===== src/rtl/ps2_kbd_pkg.sv =====
// ps2_kbd_pkg -- shared definitions for the PS/2 keyboard controller.
//   Register indices, STATUS/CONTROL bit positions, receiver FSM encoding
//   and the frame-validity helper used by the receiver.
package ps2_kbd_pkg;

  // CPU register indices (addr_i)
  localparam logic [1:0] REG_DATA    = 2'd0;
  localparam logic [1:0] REG_STATUS  = 2'd1;
  localparam logic [1:0] REG_CONTROL = 2'd2;
  localparam logic [1:0] REG_RSVD    = 2'd3;

  // STATUS bit positions: {IE, 4'b0, PERR, OVF, NE}
  localparam int STAT_NE   = 0;
  localparam int STAT_OVF  = 1;
  localparam int STAT_PERR = 2;
  localparam int STAT_IE   = 7;

  // CONTROL bit positions
  localparam int CTRL_FLUSH = 0;
  localparam int CTRL_IE    = 7;

  // Receiver FSM encoding
  typedef enum logic [1:0] {
    RX_IDLE   = 2'd0,
    RX_DATA   = 2'd1,
    RX_PARITY = 2'd2,
    RX_STOP   = 2'd3
  } rx_state_t;

  // A frame is good when data+parity has odd weight and the stop bit is 1.
  function automatic logic frame_ok(input logic [7:0] data,
                                    input logic       parity,
                                    input logic       stop);
    return (^{data, parity}) & stop;
  endfunction

endpackage


===== src/rtl/ps2_kbd_fifo.sv =====
// ps2_kbd_fifo -- synchronous scan-code FIFO with count-based full/empty.
//   clk_cpu : clock
//   rst     : asynchronous active-high reset (empties the FIFO)
//   flush   : synchronous clear, wins over push/pop
//   push    : write wdata (accepted when not full, or full with a pop)
//   pop     : drop the head entry (ignored when empty)
//   head    : current head entry
//   empty, full : occupancy flags
//   drop    : pulses when a push was refused because the FIFO was full
module ps2_kbd_fifo #(
  parameter int DEPTH = 8
) (
  input  logic       clk_cpu,
  input  logic       rst,
  input  logic       flush,
  input  logic       push,
  input  logic [7:0] wdata,
  input  logic       pop,
  output logic [7:0] head,
  output logic       empty,
  output logic       full,
  output logic       drop
);

  localparam int AW = $clog2(DEPTH);
  localparam logic [AW:0] FULL_CNT = (AW+1)'(DEPTH);

  logic [7:0]    mem [DEPTH];
  logic [AW-1:0] wr_ptr_reg;
  logic [AW-1:0] rd_ptr_reg;
  logic [AW:0]   count_reg;
  logic          do_pop;
  logic          do_push;

  assign empty   = (count_reg == '0);
  assign full    = (count_reg == FULL_CNT);
  assign do_pop  = pop & ~empty;
  // A pop in the same cycle frees the slot, so a full FIFO still accepts.
  assign do_push = push & (~full | do_pop);
  assign drop    = push & ~do_push & ~flush;
  assign head    = mem[rd_ptr_reg];

  always_ff @(posedge clk_cpu or posedge rst) begin
    if (rst) begin
      wr_ptr_reg <= '0;
      rd_ptr_reg <= '0;
      count_reg  <= '0;
    end else if (flush) begin
      wr_ptr_reg <= '0;
      rd_ptr_reg <= '0;
      count_reg  <= '0;
    end else begin
      if (do_push) wr_ptr_reg <= wr_ptr_reg + 1'b1;
      if (do_pop)  rd_ptr_reg <= rd_ptr_reg + 1'b1;
      count_reg <= count_reg + {{AW{1'b0}}, do_push} - {{AW{1'b0}}, do_pop};
    end
  end

  // Storage carries no reset; only the pointers define validity.
  always_ff @(posedge clk_cpu) begin
    if (do_push && !flush) mem[wr_ptr_reg] <= wdata;
  end

endmodule


===== src/rtl/ps2_kbd_ctrl.sv =====
// ps2_kbd_ctrl -- PS/2 keyboard receiver with CPU register window.
//   clk_i, rst_i             : CPU clock, asynchronous active-high reset
//   ps2_clk_i, ps2_data_i    : raw asynchronous PS/2 lines
//   en_i, we_i, addr_i, din_i: register access (0 DATA, 1 STATUS, 2 CONTROL)
//   dout_o                   : registered read data (1-cycle latency)
//   irq_o                    : level interrupt request
// Optional feature: define PS2_KBD_IRQ_EN to implement IE and irq_o;
// otherwise irq_o is tied low and IE reads as 0.
module ps2_kbd_ctrl
  import ps2_kbd_pkg::*;
#(
  parameter int FIFO_DEPTH  = 8,
  parameter int FILT_LEN    = 4,
  parameter int TIMEOUT_CYC = 1024
) (
  input  logic       clk_i,
  input  logic       rst_i,
  input  logic       ps2_clk_i,
  input  logic       ps2_data_i,
  input  logic       en_i,
  input  logic       we_i,
  input  logic [1:0] addr_i,
  input  logic [7:0] din_i,
  output logic [7:0] dout_o,
  output logic       irq_o
);

  localparam int FW = $clog2(FILT_LEN + 1);
  localparam logic [FW-1:0] FILT_LAST = FW'(FILT_LEN - 1);
  localparam int TW = $clog2(TIMEOUT_CYC + 1);
  localparam logic [TW-1:0] TMO_LAST = TW'(TIMEOUT_CYC - 1);

  // ---- 2-FF synchronizers, bit 0 = PS/2 clock, bit 1 = PS/2 data ----
  logic [1:0] line_raw;
  logic [1:0] line_sync;
  assign line_raw = {ps2_data_i, ps2_clk_i};

  generate
    for (genvar gi = 0; gi < 2; gi++) begin : g_sync
      logic meta_reg;
      logic sync_reg;
      always_ff @(posedge clk_i or posedge rst_i) begin
        if (rst_i) begin
          meta_reg <= 1'b1;
          sync_reg <= 1'b1;
        end else begin
          meta_reg <= line_raw[gi];
          sync_reg <= meta_reg;
        end
      end
      assign line_sync[gi] = sync_reg;
    end
  endgenerate

  // ---- clock filter and falling-edge strobe ----
  logic          filt_clk_reg;
  logic [FW-1:0] filt_cnt_reg;
  logic          strobe_reg;
  logic          bit_reg;

  always_ff @(posedge clk_i or posedge rst_i) begin
    if (rst_i) begin
      filt_clk_reg <= 1'b1;
      filt_cnt_reg <= '0;
      strobe_reg   <= 1'b0;
      bit_reg      <= 1'b1;
    end else begin
      strobe_reg <= 1'b0;
      if (line_sync[0] == filt_clk_reg) begin
        filt_cnt_reg <= '0;
      end else if (filt_cnt_reg == FILT_LAST) begin
        // FILT_LEN consecutive samples disagree: accept the new level.
        filt_clk_reg <= line_sync[0];
        filt_cnt_reg <= '0;
        strobe_reg   <= filt_clk_reg;  // only a 1->0 change strobes
        bit_reg      <= line_sync[1];
      end else begin
        filt_cnt_reg <= filt_cnt_reg + 1'b1;
      end
    end
  end

  // ---- receiver FSM ----
  rx_state_t     state_reg, state_next;
  logic [7:0]    shift_reg, shift_next;
  logic [2:0]    bit_cnt_reg, bit_cnt_next;
  logic          parity_reg, parity_next;
  logic [TW-1:0] tmo_cnt_reg, tmo_cnt_next;
  logic          rx_push;
  logic          rx_err;

  always_ff @(posedge clk_i or posedge rst_i) begin
    if (rst_i) begin
      state_reg   <= RX_IDLE;
      shift_reg   <= '0;
      bit_cnt_reg <= '0;
      parity_reg  <= 1'b0;
      tmo_cnt_reg <= '0;
    end else begin
      state_reg   <= state_next;
      shift_reg   <= shift_next;
      bit_cnt_reg <= bit_cnt_next;
      parity_reg  <= parity_next;
      tmo_cnt_reg <= tmo_cnt_next;
    end
  end

  always_comb begin
    state_next   = state_reg;
    shift_next   = shift_reg;
    bit_cnt_next = bit_cnt_reg;
    parity_next  = parity_reg;
    tmo_cnt_next = '0;
    rx_push      = 1'b0;
    rx_err       = 1'b0;

    case (state_reg)
      RX_IDLE: begin
        if (strobe_reg && !bit_reg) begin
          state_next   = RX_DATA;
          bit_cnt_next = '0;
        end
      end
      RX_DATA: begin
        if (strobe_reg) begin
          shift_next   = {bit_reg, shift_reg[7:1]};  // LSB arrives first
          bit_cnt_next = bit_cnt_reg + 1'b1;
          if (bit_cnt_reg == 3'd7) state_next = RX_PARITY;
        end
      end
      RX_PARITY: begin
        if (strobe_reg) begin
          parity_next = bit_reg;
          state_next  = RX_STOP;
        end
      end
      RX_STOP: begin
        if (strobe_reg) begin
          state_next = RX_IDLE;
          if (frame_ok(shift_reg, parity_reg, bit_reg)) rx_push = 1'b1;
          else                                          rx_err  = 1'b1;
        end
      end
      default: state_next = RX_IDLE;
    endcase

    // Silence inside a frame abandons it quietly.
    if (state_reg != RX_IDLE && !strobe_reg) begin
      if (tmo_cnt_reg == TMO_LAST) state_next = RX_IDLE;
      else                         tmo_cnt_next = tmo_cnt_reg + 1'b1;
    end
  end

  // ---- FIFO ----
  logic       rd_cycle;
  logic       fifo_pop;
  logic       fifo_flush;
  logic       fifo_empty;
  logic       fifo_full;
  logic       fifo_drop;
  logic [7:0] fifo_head;
  logic       wr_status;
  logic       wr_ctrl;

  assign rd_cycle   = en_i & ~we_i;
  assign fifo_pop   = rd_cycle & (addr_i == REG_DATA);
  assign wr_status  = en_i & we_i & (addr_i == REG_STATUS);
  assign wr_ctrl    = en_i & we_i & (addr_i == REG_CONTROL);
  assign fifo_flush = wr_ctrl & din_i[CTRL_FLUSH];

  ps2_kbd_fifo #(.DEPTH(FIFO_DEPTH)) u_fifo (
    .clk_cpu (clk_i),
    .rst     (rst_i),
    .flush   (fifo_flush),
    .push    (rx_push),
    .wdata   (shift_reg),
    .pop     (fifo_pop),
    .head    (fifo_head),
    .empty   (fifo_empty),
    .full    (fifo_full),
    .drop    (fifo_drop)
  );

  // ---- sticky flags, a new event wins over a same-cycle clear ----
  logic ovf_reg;
  logic perr_reg;
  logic ie_bit;

  always_ff @(posedge clk_i or posedge rst_i) begin
    if (rst_i) begin
      ovf_reg  <= 1'b0;
      perr_reg <= 1'b0;
    end else begin
      if (fifo_drop)                           ovf_reg  <= 1'b1;
      else if (wr_status && din_i[STAT_OVF])   ovf_reg  <= 1'b0;
      if (rx_err)                              perr_reg <= 1'b1;
      else if (wr_status && din_i[STAT_PERR])  perr_reg <= 1'b0;
    end
  end

  // ---- read path ----
  logic [7:0] status_val;
  logic [7:0] dout_reg;

  always_comb begin
    status_val            = '0;
    status_val[STAT_NE]   = ~fifo_empty;
    status_val[STAT_OVF]  = ovf_reg;
    status_val[STAT_PERR] = perr_reg;
    status_val[STAT_IE]   = ie_bit;
  end

  always_ff @(posedge clk_i or posedge rst_i) begin
    if (rst_i) begin
      dout_reg <= 8'h00;
    end else if (rd_cycle) begin
      case (addr_i)
        REG_DATA:    dout_reg <= fifo_empty ? 8'h00 : fifo_head;
        REG_STATUS:  dout_reg <= status_val;
        REG_CONTROL: dout_reg <= {ie_bit, 7'b0};
        default:     dout_reg <= 8'h00;
      endcase
    end
  end

  assign dout_o = dout_reg;

  // ---- interrupt ----
`ifdef PS2_KBD_IRQ_EN
  logic ie_reg;
  logic irq_reg;

  always_ff @(posedge clk_i or posedge rst_i) begin
    if (rst_i) begin
      ie_reg  <= 1'b0;
      irq_reg <= 1'b0;
    end else begin
      if (wr_ctrl) ie_reg <= din_i[CTRL_IE];
      irq_reg <= ie_reg & (~fifo_empty | ovf_reg | perr_reg);
    end
  end

  assign ie_bit = ie_reg;
  assign irq_o  = irq_reg;
`else
  assign ie_bit = 1'b0;
  assign irq_o  = 1'b0;
`endif

  // Write-data bits with no register behind them.
  logic unused_din;
  assign unused_din = ^{din_i[6:3], din_i[7], fifo_full};

endmodule

===== config.mk =====
export PLATFORM = sky130hd
export DESIGN_NAME = ps2_kbd_ctrl
export DESIGN_NICKNAME = d
export VERILOG_FILES = /design/src/rtl/ps2_kbd_pkg.sv /design/src/rtl/ps2_kbd_fifo.sv /design/src/rtl/ps2_kbd_ctrl.sv
export SDC_FILE = /design/constraint.sdc
export NUM_CORES = 1
export LEC_CHECK = 0
export BUFFER_PORTS_ARGS = -buffer_cell sky130_fd_sc_hd__buf_2
export CAP_MARGIN = 0
export CORE_MARGIN = 10
export CORE_UTILIZATION = 45
export CTS_CLUSTER_DIAMETER = 120
export DETAILED_ROUTE_END_ITERATION = 16
export PLACE_DENSITY_LB_ADDON = 0.05
export SLEW_MARGIN = 0
export SYNTH_ARGS = -nofsm -noshare
export SYNTH_HDL_FRONTEND = slang
export SYNTH_SLANG_ARGS = --single-unit

===== constraint.sdc =====
create_clock -name clk_i -period 8.5 [get_ports clk_i]
set_input_delay 2.125 -clock clk_i [delete_from_list [all_inputs] [get_ports clk_i]]
set_output_delay 2.125 -clock clk_i [all_outputs]
set_load 0.02 [all_outputs]

Word-level counts from Yosys, hierarchy flattened
Memories as Yosys holds them, arrays and structs flattened.
Cells that the tools add are included.
{ "op_classes": {"n_addsub": 7, "multipliers": 0, "div": 0, "order_cmp": 0, "eq_ne": 12, "n_shift": 0, "mux": 36, "bitwise_logic": 18, "reduce_logical": 22} }
{ "op_table": {"columns": ["cell", "count"], "rows": [
  ["$mux W3", 8],
  ["$mux W11", 2],
  ["$pmux W8 S2", 1],
  ["$mux W1", 14],
  ["$mux W2", 7],
  ["$add A3 B1 Y3 const B", 4],
  ["$reduce_bool A2 Y1", 6],
  ["$add A11 B1 Y11 const B", 1],
  ["$and A1 B1 Y1", 11],
  ["$eq A11 B10 Y1 const B", 1],
  ["$reduce_xor A9 Y1", 1],
  ["$mux W8", 1],
  ["$pmux W2 S4", 1],
  ["$eq A2 B2 Y1 const B", 3],
  ["$not A1 Y1", 6],
  ["$pmux W3 S2", 1],
  ["$reduce_and A2 Y1", 3],
  ["$logic_and A1 B1 Y1", 5],
  ["$add A4 B1 Y4", 1],
  ["$eq A2 B1 Y1 const B", 2],
  ["$eq A4 B4 Y1 const B", 1],
  ["$logic_not A2 Y1", 2],
  ["$logic_not A4 Y1", 1],
  ["$mux W4", 1],
  ["other kinds (8)", 11]
]} }
{ "totals": {"reg_bits": 55, "latchBits": 0, "ram_bits": 64, "mem_bits_ro": 0, "out_inout_bits": 9, "wordCells": 115, "memories": 1} }
{ "mem_list": {"columns": ["memory", "words", "word_bits", "read_ports", "rd_clocked_by_memory_dff", "wr", "line", "text"], "rows": [
  ["u_fifo.mem", 8, 8, 1, 0, 1, "ps2_kbd_fifo.sv:28", "logic [7:0] mem [DEPTH];"]
]} }

Longest topological paths before layout
{ "depth": {"ltp_word": 10, "depth_mapped": 13, "depth_no_buf": 12} }

Cells and area by module
A second synthesis with hierarchy kept.
{ "unflattened": {"cells_unflattened": 367, "hier_area_um2": 5250.0} }
{ "modules_own_cells": {"columns": ["module", "instances", "cells_per_inst", "area_per_inst_um2"], "rows": [
  ["ps2_kbd_fifo", 1, 183, 3249.4],
  ["ps2_kbd_ctrl", 1, 184, 2000.7]
]} }

Least setup slack after synthesis
No wires, ideal clock.
{ "synth_timing": {"kind": "input port to flip-flop", "startpoint": "input addr_i[1]", "endpoint": "memory u_fifo.mem[3][0] (enable)", "setup_time_ns": 0.398, "arrival_time_ns": 4.112, "required_time_ns": 8.102, "path_slack_ns": 3.991, "stages": 5, "cell_sequence": "or4b_1 -> o211ai_2 -> nand3b_1 -> buf_2 -> nor4b_1"} }
{ "synth_via": {"elab_chain_cells": 8, "elab_cells_between_ends": 12} }
{ "synth_lines": {"columns": ["element", "line", "text"], "rows": [
  ["start, declared", "ps2_kbd_ctrl.sv:22", "input logic [1:0] addr_i,"],
  ["$logic_not A2 Y1", "ps2_kbd_ctrl.sv:166", "assign fifo_pop = rd_cycle & (addr_i == REG_DATA);"],
  ["$and A1 B1 Y1", "ps2_kbd_ctrl.sv:166", null],
  ["$and A1 B1 Y1", "ps2_kbd_fifo.sv:37", "assign do_pop = pop & ~empty;"],
  ["$or A1 B1 Y1", "ps2_kbd_fifo.sv:39", "assign do_push = push & (~full | do_pop);"],
  ["$and A1 B1 Y1", "ps2_kbd_fifo.sv:39", null],
  ["$logic_and A1 B1 Y1 *", "ps2_kbd_fifo.sv:61", "if (do_push && !flush) mem[wr_ptr_reg] <= wdata;"],
  ["$mux W1 *", "ps2_kbd_fifo.sv:61", null],
  ["$mux W1 (implied by the code) *", "ps2_kbd_fifo.sv:61", null],
  ["end, declared", "ps2_kbd_fifo.sv:28", null]
]} }
Mark *: on every way between the ends. The rest lies on a longest branch, timed or not.

Final worst setup path
{ "layout_timing": {"startpoint": "input addr_i[0]", "endpoint": "memory u_fifo.mem[1][0] (enable)"} }
Same word-level chain as after synthesis.

==> run summary <==
The distinct cell type count after synthesis is 47. The chip height came out at ~130 um. The amount of wire on met3 after detailed routing is about 340 um.

The flow ran to the end, and the final reports show no timing, DRC or antenna violations. The first global-routing pass estimated 14600 um of wire. Setup repair after global routing left no endpoint under its margin. The total power of the final layout came out at 1510 uW. The tightest min-delay check is of the flip-flop to flip-flop type. The slowest stage of the critical path is the sky130_fd_sc_hd__nor3_1 cell. By count the netlist is led by sky130_fd_sc_hd__edfxtp_1 (64), sky130_fd_sc_hd__dfrtp_1 (49), sky130_fd_sc_hd__nand2_1 (49), sky130_fd_sc_hd__nor2_1 (20), sky130_fd_sc_hd__mux4_2 (16).

The number of antenna violations at the first check in global routing came out at 0. The startpoint identified for the worst hold timing path is g_sync[0].meta_reg$_DFF_PP1_. The routability congestion estimate from global placement is 0.679.

The vias per cell is roughly 5.2. TritonCTS created 17 clock buffers. The final clock skew came out at 13.2 ps.

Clock latency on the worst-skew pair, taken at its later pin, is ~520 ps. The tool flagged a number of max-cap violations equal to 0. The floorplan has 38 rows. The root buffer cell chosen for the clock tree is sky130_fd_sc_hd__clkbuf_8.

The post-synthesis cell count is approximately 360. The wire length per cell came out at roughly 16 um. The leakage power figure is between 0.002 and 0.0025 uW. The number of buffers added to fix hold violations after cts is 0. The clock period minus final worst setup slack is between 4000 and 5000 ps.

The number of failing setup endpoints in the final timing report came out at 0. The net count after synthesis is a little under 400. Once the clock tree was built, the setup fixing pass inserted 0 buffers. The number of H-tree levels is 4.

The critical path's largest stage delay came out at 1030 ps. In the post-synthesis netlist, the cell with the most instances is sky130_fd_sc_hd__edfxtp_1. The number of cells after detailed placement came out at just over 500. Post-CTS repair changed the size of 0 cells. The adder and majority gate portion of the synthesized area is under 10%. The placeable core area came out at ~11000 um^2.

The post-synthesis register bit count came out at around 120. The layout overhead on the synthesized area is 15.4%. The category of the worst setup path launch point is an input port. The required time at the endpoint of the critical path came out at approximately 8600 ps. The routed wire length is 8590 um.

The total routing usage reported by global routing is a little under an eighth. The total count of max-transition violations in the final report is 0. The maximum number of pins on one net before global-route repair came out at 56. The proportion of synthesized chip area in sequential cells came out at between 60% and 70%. The number of top-level pins is 25. The critical path goes through buf_2 > or4b_1 > o211ai_2 > nand3b_1 > nor3_1. STA classifies the critical path endpoint as a flip-flop. The mapped netlist covers a little over 5000 um^2. The post-route clock period utilization came out at about half. The number of nets at the end of the flow came out at between 400 and 500. Yosys printed 0 warnings. After routing, the total negative slack on setup checks comes to 0 ps. The highest clock rate came out at 0.233 GHz. The share of layout cells above drive strength 1 came out at between 15 and 20%. The beginning of the worst register-to-register path is shift_reg[2]$_DFFE_PP0P_.

The final hold slack came out at 356 ps. The total via count in the routed design came out at between 2000 and 3000. In the routed design, unresolved DRC markers number 0. The async set or reset register ratio after synthesis is 46.2%. The fraction of synthesized cell area taken by the top area cell type is approximately two fifths. The peak supply drop came out at about 0.16 mV. The number of iterations in the first detailed-routing pass came out at 4.

In this run the remaining antenna-violating nets after routing total 0. The synthesized netlist devotes 4.15% of its cell area to compound gates. The flip-flop count of the largest register after layout came out at 64. The total die area is approximately 16000 um^2. The total power divided by cell area is 260 nW/um^2. The clock input transition at the sequential cells of the worst setup and hold paths is 50 ps.

The number of standard cells in the final layout excluding fillers is between 500 and 600. The cell taking the most area after synthesis is sky130_fd_sc_hd__edfxtp_1. The effective utilization at floorplan came out at a little under half. Of all nets on the critical path, the largest fanout is 11. The highest layer touched by signal routing is met4. The initial detailed-routing violation count is between 100 and 150. The number of enable flip-flop cells after synthesis came out at 64. At the pin with the least slew margin, the transition time is about 1100 ps. The worst pin sits at a relative slew slack of roughly 24%. The setup path with the least slack is of type input port to flip-flop.

In the detailed route, the total length drawn on met2 is about 4200 um. The width of the die came out at 126 um. For the worst setup path, the data arrival time is 4420 ps.

The number of global-route vias before repair was approximately 2900. After synthesis, the largest family of logic cells by area is simple AND/OR/NAND/NOR gates. The number of endpoints with negative hold slack in the final report is 0. The mean instance size in the synthesized netlist came out at about 14 um^2. The half-perimeter wire length after placement is roughly 5900 um. Of the post-synthesis cell area, the part taken by muxes is about 9.0%. The most critical setup path has its startpoint at addr_i[0]. In the final routing, the length of wire on met1 measures around 3800 um. The post-synthesis xor/xnor area fraction came out at approximately 4.0%. TritonCTS built the clock tree. The number of sinks on the clock net is between 100 and 150. Port buffering added 18 buffers. The clock tree buffer depth came out at 2. After synthesis, the cell types taking the most area are sky130_fd_sc_hd__edfxtp_1 (38%), sky130_fd_sc_hd__dfrtp_1 (24%), sky130_fd_sc_hd__mux4_2 (7.2%). The total congestion overflow came out at 0. The main flop type after synthesis is sky130_fd_sc_hd__edfxtp_1. The simple-gate area share of the yosys netlist is between 10% and 20%. The repair_antennas step left the layout with diodes totalling 0.
## logic make-up after synthesis
logic type,after synthesis
flip-flops,119
AND/OR/NAND/NOR,119
AO/OA/AOI/OAI,33
buffers and inverters,28
multiplexers,25
XOR/XNOR,21
adder cells (fa/ha/maj),13
other,1
## final timing paths
path                                                    endpoint  slack (ps)  cells after the start
worst max-delay path                  u_fifo.mem[1][0]$_DFFE_PP_        4200                      5
max in group asynchronous                  dout_o[4]$_DFFE_PP0N_        6230                      3
min in group asynchronous       u_fifo.wr_ptr_reg[0]$_DFFE_PP0P_        1810                      3
worst min register to register      g_sync[0].sync_reg$_DFF_PP1_         360                      0
worst max register to register        u_fifo.mem[1][0]$_DFFE_PP_        5280                      5
worst min-delay path                g_sync[0].sync_reg$_DFF_PP1_         360                      0
## cell usage in the layout, fill, tap and decap left out, types with 3 or more instances in the layout
cell type and instances:
sky130_fd_sc_hd__a21o_1 4, sky130_fd_sc_hd__a21oi_1 6, sky130_fd_sc_hd__buf_2 18, sky130_fd_sc_hd__buf_4 7
sky130_fd_sc_hd__clkbuf_1 8, sky130_fd_sc_hd__clkbuf_16 16, sky130_fd_sc_hd__clkinv_2 4, sky130_fd_sc_hd__dfrtp_1 49
sky130_fd_sc_hd__dfstp_2 6, sky130_fd_sc_hd__edfxtp_1 64, sky130_fd_sc_hd__ha_1 12, sky130_fd_sc_hd__inv_1 12
sky130_fd_sc_hd__mux2i_1 8, sky130_fd_sc_hd__mux4_2 16, sky130_fd_sc_hd__nand2_1 49, sky130_fd_sc_hd__nand2b_1 6
sky130_fd_sc_hd__nand3_1 4, sky130_fd_sc_hd__nand4_1 6, sky130_fd_sc_hd__nor2_1 20, sky130_fd_sc_hd__nor2b_1 7
sky130_fd_sc_hd__nor3_1 5, sky130_fd_sc_hd__nor3b_1 4, sky130_fd_sc_hd__nor4_1 3, sky130_fd_sc_hd__o21ai_0 13
sky130_fd_sc_hd__xnor2_1 9, sky130_fd_sc_hd__xor2_1 11
## metrics by stage
step	cell area, um^2	utilization (%)	worst slack, ps
final	5810	53.4	4200
after global routing	5810	53.4	3930
after CTS	5810	53.4	4130
after detailed placement	5310	48.7	3590
after global placement	5310	48.7	3650
after floorplan	5040	-	3990
## per-layer routing
layer	global-route usage (%)	vias up
met5	0	-
met4	5.43	0
met3	4.15	15
met2	18.1	41
met1	13.9	1399
li1	-	1355
## final cells by class
| type | count | area (um^2) |
|---|---|---|
| fill | 923 | 5080 |
| sequential | 119 | 3310 |
| multi-input combinational | 212 | 1640 |
| clock buffer | 25 | 444 |
| tap | 140 | 175 |
| timing repair buffer | 25 | 143 |
| clock inverter | 7 | 57.6 |
| inverter | 13 | 48.8 |
## power by group
group	internal (uW)	leakage, uW	switching, uW
clock	382	0.000247	225
sequential	647	0.00139	49.9
combinational	98.8	0.000768	109
## worst max-delay path: cells and delay by family
family / cells / cell delay, ps
AO/OA/AOI/OAI: 1 / 220
AND/OR/NAND/NOR: 3 / 1930
buffers and inverters: 1 / 150
No activity file was read; power rests on OpenSTA's default activity.
